--- src/rtl/strobe_bridge_pkg.sv ---
// Shared types and constants for the AXI4-Lite to FIR strobe/ack bridge.
package strobe_bridge_pkg;

    typedef enum logic [2:0] {
        IDLE,
        WR_REQ,
        WR_REL,
        RD_REQ,
        RD_REL,
        BRESP,
        RRESP
    } bridge_state_t;

    localparam logic [1:0] REG_ADDR   = 2'd0;
    localparam logic [1:0] REG_COEFF  = 2'd1;
    localparam logic [1:0] REG_HIST   = 2'd2;
    localparam logic [1:0] REG_STATUS = 2'd3;

    localparam logic [1:0] RESP_OKAY   = 2'b00;
    localparam logic [1:0] RESP_SLVERR = 2'b10;

endpackage

--- src/rtl/ack_sync.sv ---
// Two-flop level synchronizer for an acknowledge coming from another clock domain.
module ack_sync (
    input  logic clk,
    input  logic rst_n,
    input  logic async_i,
    output logic sync_o
);

    logic meta_q;

    always_ff @(posedge clk or negedge rst_n) begin
        if (!rst_n) begin
            meta_q <= 1'b0;
            sync_o <= 1'b0;
        end else begin
            meta_q <= async_i;
            sync_o <= meta_q;
        end
    end

endmodule

--- src/rtl/axi_strobe_bridge.sv ---
// AXI4-Lite slave driving the FIR strobe/ack register port with a 4-phase handshake.
// Define STROBE_BRIDGE_ACK_SYNC_EN to pass both acks through 2-flop synchronizers.
module axi_strobe_bridge
    import strobe_bridge_pkg::*;
#(
    parameter int TIMEOUT_CYC = 1024,
    parameter int DATA_W      = 16
) (
    input  logic              clk,
    input  logic              rst_n,
    input  logic [3:0]        s_axi_awaddr,
    input  logic              s_axi_awvalid,
    output logic              s_axi_awready,
    input  logic [31:0]       s_axi_wdata,
    input  logic [3:0]        s_axi_wstrb,
    input  logic              s_axi_wvalid,
    output logic              s_axi_wready,
    output logic [1:0]        s_axi_bresp,
    output logic              s_axi_bvalid,
    input  logic              s_axi_bready,
    input  logic [3:0]        s_axi_araddr,
    input  logic              s_axi_arvalid,
    output logic              s_axi_arready,
    output logic [31:0]       s_axi_rdata,
    output logic [1:0]        s_axi_rresp,
    output logic              s_axi_rvalid,
    input  logic              s_axi_rready,
    output logic              axi_wr_strobe_o,
    input  logic              axi_wr_ack_i,
    output logic              axi_rd_strobe_o,
    input  logic              axi_rd_ack_i,
    output logic [DATA_W-1:0] fir_addr_o,
    output logic [DATA_W-1:0] fir_coeff_o,
    input  logic [DATA_W-1:0] hist_bin_i
);

    localparam int CNT_W = $clog2(TIMEOUT_CYC) + 1;

    bridge_state_t    state, state_nxt;
    logic [CNT_W-1:0] phase_cnt;
    logic             last_was_write;
    logic             timeout_sticky;
    logic             wr_ack, rd_ack;
    logic             acc_wr, acc_rd;
    logic             phase_expired;
    logic             to_evt;
    logic             busy;
    logic [1:0]       aw_idx, ar_idx;
    logic             unused_ok;

`ifdef STROBE_BRIDGE_ACK_SYNC_EN
    ack_sync u_wr_ack_sync (.clk(clk), .rst_n(rst_n), .async_i(axi_wr_ack_i), .sync_o(wr_ack));
    ack_sync u_rd_ack_sync (.clk(clk), .rst_n(rst_n), .async_i(axi_rd_ack_i), .sync_o(rd_ack));
`else
    assign wr_ack = axi_wr_ack_i;
    assign rd_ack = axi_rd_ack_i;
`endif

    assign aw_idx        = s_axi_awaddr[3:2];
    assign ar_idx        = s_axi_araddr[3:2];
    assign phase_expired = (phase_cnt == CNT_W'(TIMEOUT_CYC - 1));
    assign busy          = (state != IDLE);
    assign unused_ok     = ^{s_axi_awaddr[1:0], s_axi_araddr[1:0], s_axi_wstrb,
                             s_axi_wdata[31:DATA_W]};

    // Handshake outputs decode straight from the state register so that reset drops them at once
    assign s_axi_awready   = acc_wr;
    assign s_axi_wready    = acc_wr;
    assign s_axi_arready   = acc_rd;
    assign s_axi_bvalid    = (state == BRESP);
    assign s_axi_rvalid    = (state == RRESP);
    assign axi_wr_strobe_o = (state == WR_REQ);
    assign axi_rd_strobe_o = (state == RD_REQ);

    always_comb begin
        state_nxt = state;
        acc_wr    = 1'b0;
        acc_rd    = 1'b0;
        to_evt    = 1'b0;
        case (state)
            IDLE: begin
                // When both are pending, the type not served last time wins
                if (s_axi_awvalid && s_axi_wvalid && (!s_axi_arvalid || !last_was_write)) begin
                    acc_wr    = 1'b1;
                    state_nxt = (aw_idx == REG_COEFF) ? WR_REQ : BRESP;
                end else if (s_axi_arvalid) begin
                    acc_rd    = 1'b1;
                    state_nxt = (ar_idx == REG_HIST) ? RD_REQ : RRESP;
                end
            end
            WR_REQ: begin
                if (wr_ack) begin
                    state_nxt = WR_REL;
                end else if (phase_expired) begin
                    state_nxt = BRESP;
                    to_evt    = 1'b1;
                end
            end
            WR_REL: begin
                if (!wr_ack) begin
                    state_nxt = BRESP;
                end else if (phase_expired) begin
                    state_nxt = BRESP;
                    to_evt    = 1'b1;
                end
            end
            RD_REQ: begin
                if (rd_ack) begin
                    state_nxt = RD_REL;
                end else if (phase_expired) begin
                    state_nxt = RRESP;
                    to_evt    = 1'b1;
                end
            end
            RD_REL: begin
                if (!rd_ack) begin
                    state_nxt = RRESP;
                end else if (phase_expired) begin
                    state_nxt = RRESP;
                    to_evt    = 1'b1;
                end
            end
            BRESP:   if (s_axi_bready) state_nxt = IDLE;
            RRESP:   if (s_axi_rready) state_nxt = IDLE;
            default: state_nxt = IDLE;
        endcase
    end

    always_ff @(posedge clk or negedge rst_n) begin
        if (!rst_n) begin
            state          <= IDLE;
            phase_cnt      <= '0;
            last_was_write <= 1'b0;
            timeout_sticky <= 1'b0;
            s_axi_bresp    <= RESP_OKAY;
            s_axi_rresp    <= RESP_OKAY;
            s_axi_rdata    <= '0;
            fir_addr_o     <= '0;
            fir_coeff_o    <= '0;
        end else begin
            state     <= state_nxt;
            phase_cnt <= (state_nxt != state) ? '0 : phase_cnt + 1'b1;

            if (acc_wr) begin
                last_was_write <= 1'b1;
                s_axi_bresp    <= RESP_OKAY;
                case (aw_idx)
                    REG_ADDR:   fir_addr_o  <= s_axi_wdata[DATA_W-1:0];
                    REG_COEFF:  fir_coeff_o <= s_axi_wdata[DATA_W-1:0];
                    REG_STATUS: if (s_axi_wdata[0]) timeout_sticky <= 1'b0;
                    default:    ;
                endcase
            end

            if (acc_rd) begin
                last_was_write <= 1'b0;
                s_axi_rresp    <= RESP_OKAY;
                case (ar_idx)
                    REG_ADDR:   s_axi_rdata <= 32'(fir_addr_o);
                    REG_COEFF:  s_axi_rdata <= 32'(fir_coeff_o);
                    REG_STATUS: s_axi_rdata <= 32'({busy, timeout_sticky});
                    default:    ;
                endcase
            end

            // hist_bin_i is only guaranteed valid while the ack is high
            if (state == RD_REQ && rd_ack) s_axi_rdata <= 32'(hist_bin_i);

            if (to_evt) begin
                timeout_sticky <= 1'b1;
                if (state == WR_REQ || state == WR_REL) begin
                    s_axi_bresp <= RESP_SLVERR;
                end else begin
                    s_axi_rresp <= RESP_SLVERR;
                    s_axi_rdata <= '0;
                end
            end
        end
    end

endmodule

--- config.mk ---
export PLATFORM = sky130hd
export DESIGN_NAME = axi_strobe_bridge
export DESIGN_NICKNAME = d
export VERILOG_FILES = /design/src/rtl/strobe_bridge_pkg.sv /design/src/rtl/ack_sync.sv /design/src/rtl/axi_strobe_bridge.sv
export SDC_FILE = /design/constraint.sdc
export NUM_CORES = 1
export LEC_CHECK = 0
export BUFFER_PORTS_ARGS = -buffer_cell sky130_fd_sc_hd__buf_2
export CAP_MARGIN = 25
export CORE_ASPECT_RATIO = 1.1
export CORE_MARGIN = 4
export CORE_UTILIZATION = 35
export DETAILED_ROUTE_END_ITERATION = 6
export GPL_TIMING_DRIVEN = 0
export PLACE_DENSITY_LB_ADDON = 0.2
export SYNTH_ARGS = -nofsm -noshare
export SYNTH_HDL_FRONTEND = slang
export SYNTH_SLANG_ARGS = --single-unit
export TNS_END_PERCENT = 20
--- constraint.sdc ---
create_clock -name clk -period 3.8 [get_ports clk]
set_input_delay 0.76 -clock clk [delete_from_list [all_inputs] [get_ports clk]]
set_output_delay 0.76 -clock clk [all_outputs]
set_load 0.02 [all_outputs]
==> results <==
- The root buffer cell is sky130_fd_sc_hd__clkbuf_16.
- The complex-gate fraction of the synthesized area came to 0.0933.
- The longest clock path from root to sink contains 2 buffers.
- The cell type with the largest total area after synthesis is sky130_fd_sc_hd__dfrtp_1.
- The flow ran to the end, and the final reports show no timing, DRC or antenna violations.
- Dividing total power by cell area gives a power density of 749 nW/µm².
- The floorplan die width is 110 µm.
- Cell internal power was estimated by the tool at 2.35 mW.
- The count of final max-slew check failures is 0.
- In the final routed layout, each cell accounts on average for 16.5 µm.
- Summing every instance area after synthesis gives roughly 4000 µm².
- The layout net count is 559.
- Row generation in the floorplan step produced 40 rows.
- The total die area is 13200 µm².
- Setup repair after global routing left no endpoint under its margin.
- The average footprint of a synthesized cell is 11.1 µm².
- After floorplanning, the core was sized to cover roughly 11000 µm².
- The number of synthesized register bits is 84.
- The number of remaining DRC errors is 0.
- The initial antenna violation count came to 0.
- The area fraction of the dominant cell type after synthesis is 0.525.
- The period utilization is 0.773.
- The number of inserted filler cells in the final layout is 1065.
- Of the total synthesized cell area, the portion taken by full adders, half adders and majority gates is 0.00312.
- The max-cap violation count is 0.
- The count of mapped cells out of synthesis is 360.
- For the worst flop-to-flop path, the logic depth is 7.
- The critical path goes through clkbuf_4 -> nand2_2 -> nor2_2 -> clkbuf_1 -> buf_2.
- The first global-routing pass estimated 17300 µm of wire.
- Of the total power, combinational logic draws 0.400.
- The total count of hold-check failures in the final report came to 0.
- The startpoint type of the worst setup path is a flop.
- For this run, the total global-route usage over all layers was measured as 0.169.
- Data arrives at the worst endpoint at 2.18 ns.
- The share of synthesized flip-flops with an asynchronous set or reset is 1.00.
- For this run, the leading register cell type out of synthesis is sky130_fd_sc_hd__dfrtp_1.
- The slowest library cell on the worst path is sky130_fd_sc_hd__dfrtp_1.
- In this run the worst hold path is classified as input pin to asynchronous set/reset pin.
- The share of the yosys chip area belonging to registers is 0.525.
- Entering global routing, the biggest net connects 53 pins.
- Along the worst path, the maximum fanout reaches 10.
- The worst setup path is captured at an output port.
- The number of primary I/O pins is 144.
- Synthesis produced a netlist with a net count of 430.
- The switching power is 1.49 mW.
- The share of total power dissipated in the clock network is 0.249.
- After detailed routing, the total wire length is approximately 11000 µm.
- The port buffer count is between 100 and 150.
- The final RePlAce weighted congestion is around 0.87.
- The worst-case headroom to the max-slew limit is 0.477.
- The required time at the endpoint of the critical path is 3.04 ns.
- The count of synthesis-stage warnings from yosys is 0.
- The area taken by flip-flops and latches is 2100 µm².
- The setup TNS after final layout is 0 ns.
- At the pin with the least slew margin, the transition time is 0.784 ns.
- Yosys attributes the largest share of cell area to sky130_fd_sc_hd__dfrtp_1, sky130_fd_sc_hd__mux2_2, sky130_fd_sc_hd__nor3_1, sky130_fd_sc_hd__mux2i_1, sky130_fd_sc_hd__a221oi_1.
- The effective utilization at floorplan is 0.362.
- Of the total synthesized cell area, the portion taken by XOR and XNOR cells is 0.0197.
- Global routing finished with a remaining overflow of 0.
- Of the total synthesized cell area, the portion taken by AND, OR, NAND and NOR gates is 0.188.
- Of the total power, the share spent switching nets is 0.388.
- Subtracting the final worst setup slack from the clock period gives 2.94 ns.
- The maximum vdd ir drop is 350 µV.
- The via count is around 3200.
- In this run the remaining antenna-violating nets after routing total 0.
- TritonCTS built the clock tree.
- The clock net in this run drives a total of 84 sinks.
- After synthesis, the netlist uses 60 different library cells.
- After synthesis, the largest family of logic cells by area is simple AND/OR/NAND/NOR gates.
- In this run, synthesis inferred 0 flip-flops with an integrated enable.
- The post-CTS setup buffer count is 0.
- The most frequently used cell type in the post-synthesis netlist is sky130_fd_sc_hd__dfrtp_1.
- The end-of-flow core utilization is 0.464.
- The vertical die dimension is 120 µm.
- Setup violations remaining at the end of the flow were counted as 0.
- For this design, the CTS-stage hold fixing added 0 buffers.
- The detailed-routing iteration count for the pre-antenna-repair pass is 4.
- Relative to the synthesized area, the layout overhead comes to 28.1%.
- Measured against the total synthesized area, the mux share comes to 0.136.
- The peak clock frequency supported by timing is ~340 MHz.
- The antenna diode count is 0.
- For this run, the slowest stage of the critical path takes 0.47 ns.
- The slack of the worst reg-to-reg path is about 1.4 ns.
- Counting the buffers created by CTS gives 9.
- Clock latency on the worst-skew pair, taken at its later pin, is 0.34 ns.
- The number of gates given a new drive strength after cts is 0.
- The detailed-route vias per instance is 5.05.
- In the final layout, the multi-input gates occupy roughly 1800 µm².
- The placed wire-length estimate after detailed placement is 7940 µm.
- In this run the number of H-tree levels came out at 3.
- The number of global-route vias before repair came to 3352.
- The analysis attributes to cell leakage a power of 2.61 nW.
- The number of DRC violations after detailed-routing iteration 0 is ~150.
- Clock-pin slew was measured on the worst setup and hold paths at 0.07 ns.
- The worst setup path is of the flop to output port kind.
- In the final layout, the share of cells above drive strength 1 is 0.381.
- The register share of total power is 0.352.
- By count the netlist is led by sky130_fd_sc_hd__dfrtp_1, sky130_fd_sc_hd__nor3_1, sky130_fd_sc_hd__mux2_2.
- The clock skew is 0.00903 ns.
metrics by stage:
stage	setup slack [ns]	hold WS, ns	power [mW]	instances	cell area, µm²
finish	0.863	0.363	3.84	641	5130
global route	0.715	0.399	4.08	641	5130
CTS	0.881	0.379	3.88	641	5130
detailed placement	1.07	0.466	2.92	625	4810
global placement	1.02	0.458	2.89	624	4780
floorplan	1.43	0.439	2.39	360	4010
power groups by stage:
stage	Sequential [mW]	Clock, mW	Combinational (mW)
3_5_place_dp	1.36	0	1.55
6_report	1.35	0.956	1.54
2_1_floorplan	1.61	0	0.772
4_1_cts	1.35	0.974	1.56
5_1_grt	1.39	1.02	1.68
3_3_place_gp	1.35	0	1.54
area by class of cell:
cell class | count | area share
repair buffers | 118 | 0.120
clock buffers | 10 | 0.0466
flip-flops and latches | 84 | 0.410
plain buffers | 22 | 0.0215
inverters | 8 | 0.00585
well taps | 147 | 0.0358
multi-input cells | 246 | 0.344
clock inverters | 6 | 0.0168
layer usage:
metal | vias to the layer above | GRT usage | wire length (µm)
met5 | - | 0 | 0
li1 | 1564 | - | -
met3 | 9 | 0.0502 | 689
met2 | 87 | 0.267 | 4980
met1 | 1576 | 0.225 | 4770
met4 | 0 | 0.0475 | 121
worst max-delay path: cells and delay by family (launching register included):
family                 cells  cell delay (ns)
AND/OR/NAND/NOR            2             0.41
buffers and inverters      3             0.95
flip-flops                 1             0.47
path summary, 6_finish.rpt:
| kind | from | end |
|---|---|---|
| worst max-delay path | state[1]$_DFF_PN0_ | axi_rd_strobe_o |
| worst min-delay path | rst_n | s_axi_bresp[0]$_DFF_PN0_ |
| worst max register to register | phase_cnt[0]$_DFF_PN0_ | s_axi_rdata[9]$_DFF_PN0_ |
| worst min register to register | phase_cnt[0]$_DFF_PN0_ | phase_cnt[0]$_DFF_PN0_ |
| max in group asynchronous | rst_n | phase_cnt[1]$_DFF_PN0_ |
| min in group clk | phase_cnt[0]$_DFF_PN0_ | phase_cnt[0]$_DFF_PN0_ |
placed cells by master (no fill, tap or decap), drive strengths merged, types with 3 or more instances in the layout:
master and instances:
buf 128, inv 9, nand2 16, xnor2 5, nor2 28, mux2i 16, o21ai 7, nand4 3
dfrtp 84, and2 17, nor3 41, mux2 34, nand2b 4, a211oi 4, a21oi 12, a221oi 15
xor2 4, nand3 10, clkbuf 22, o211ai 3
kinds of logic after synthesis:
logic type      after synthesis
fa+ha+maj                     1
flops                        84
compound gates               50
simple gates                136
xor+xnor                      9
mux                          50
buf+inv                      30
sequential cells by signal, indices dropped and copies added (netlist names):
| signal | count |
|---|---|
| s_axi_bresp | 2 |
| state | 3 |
| timeout_sticky | 1 |
| fir_coeff_o | 16 |
| fir_addr_o | 16 |
| last_was_write | 1 |
| s_axi_rdata | 32 |
| phase_cnt | 11 |
| s_axi_rresp | 2 |
Note: power is estimated with default switching activity, not from simulation.
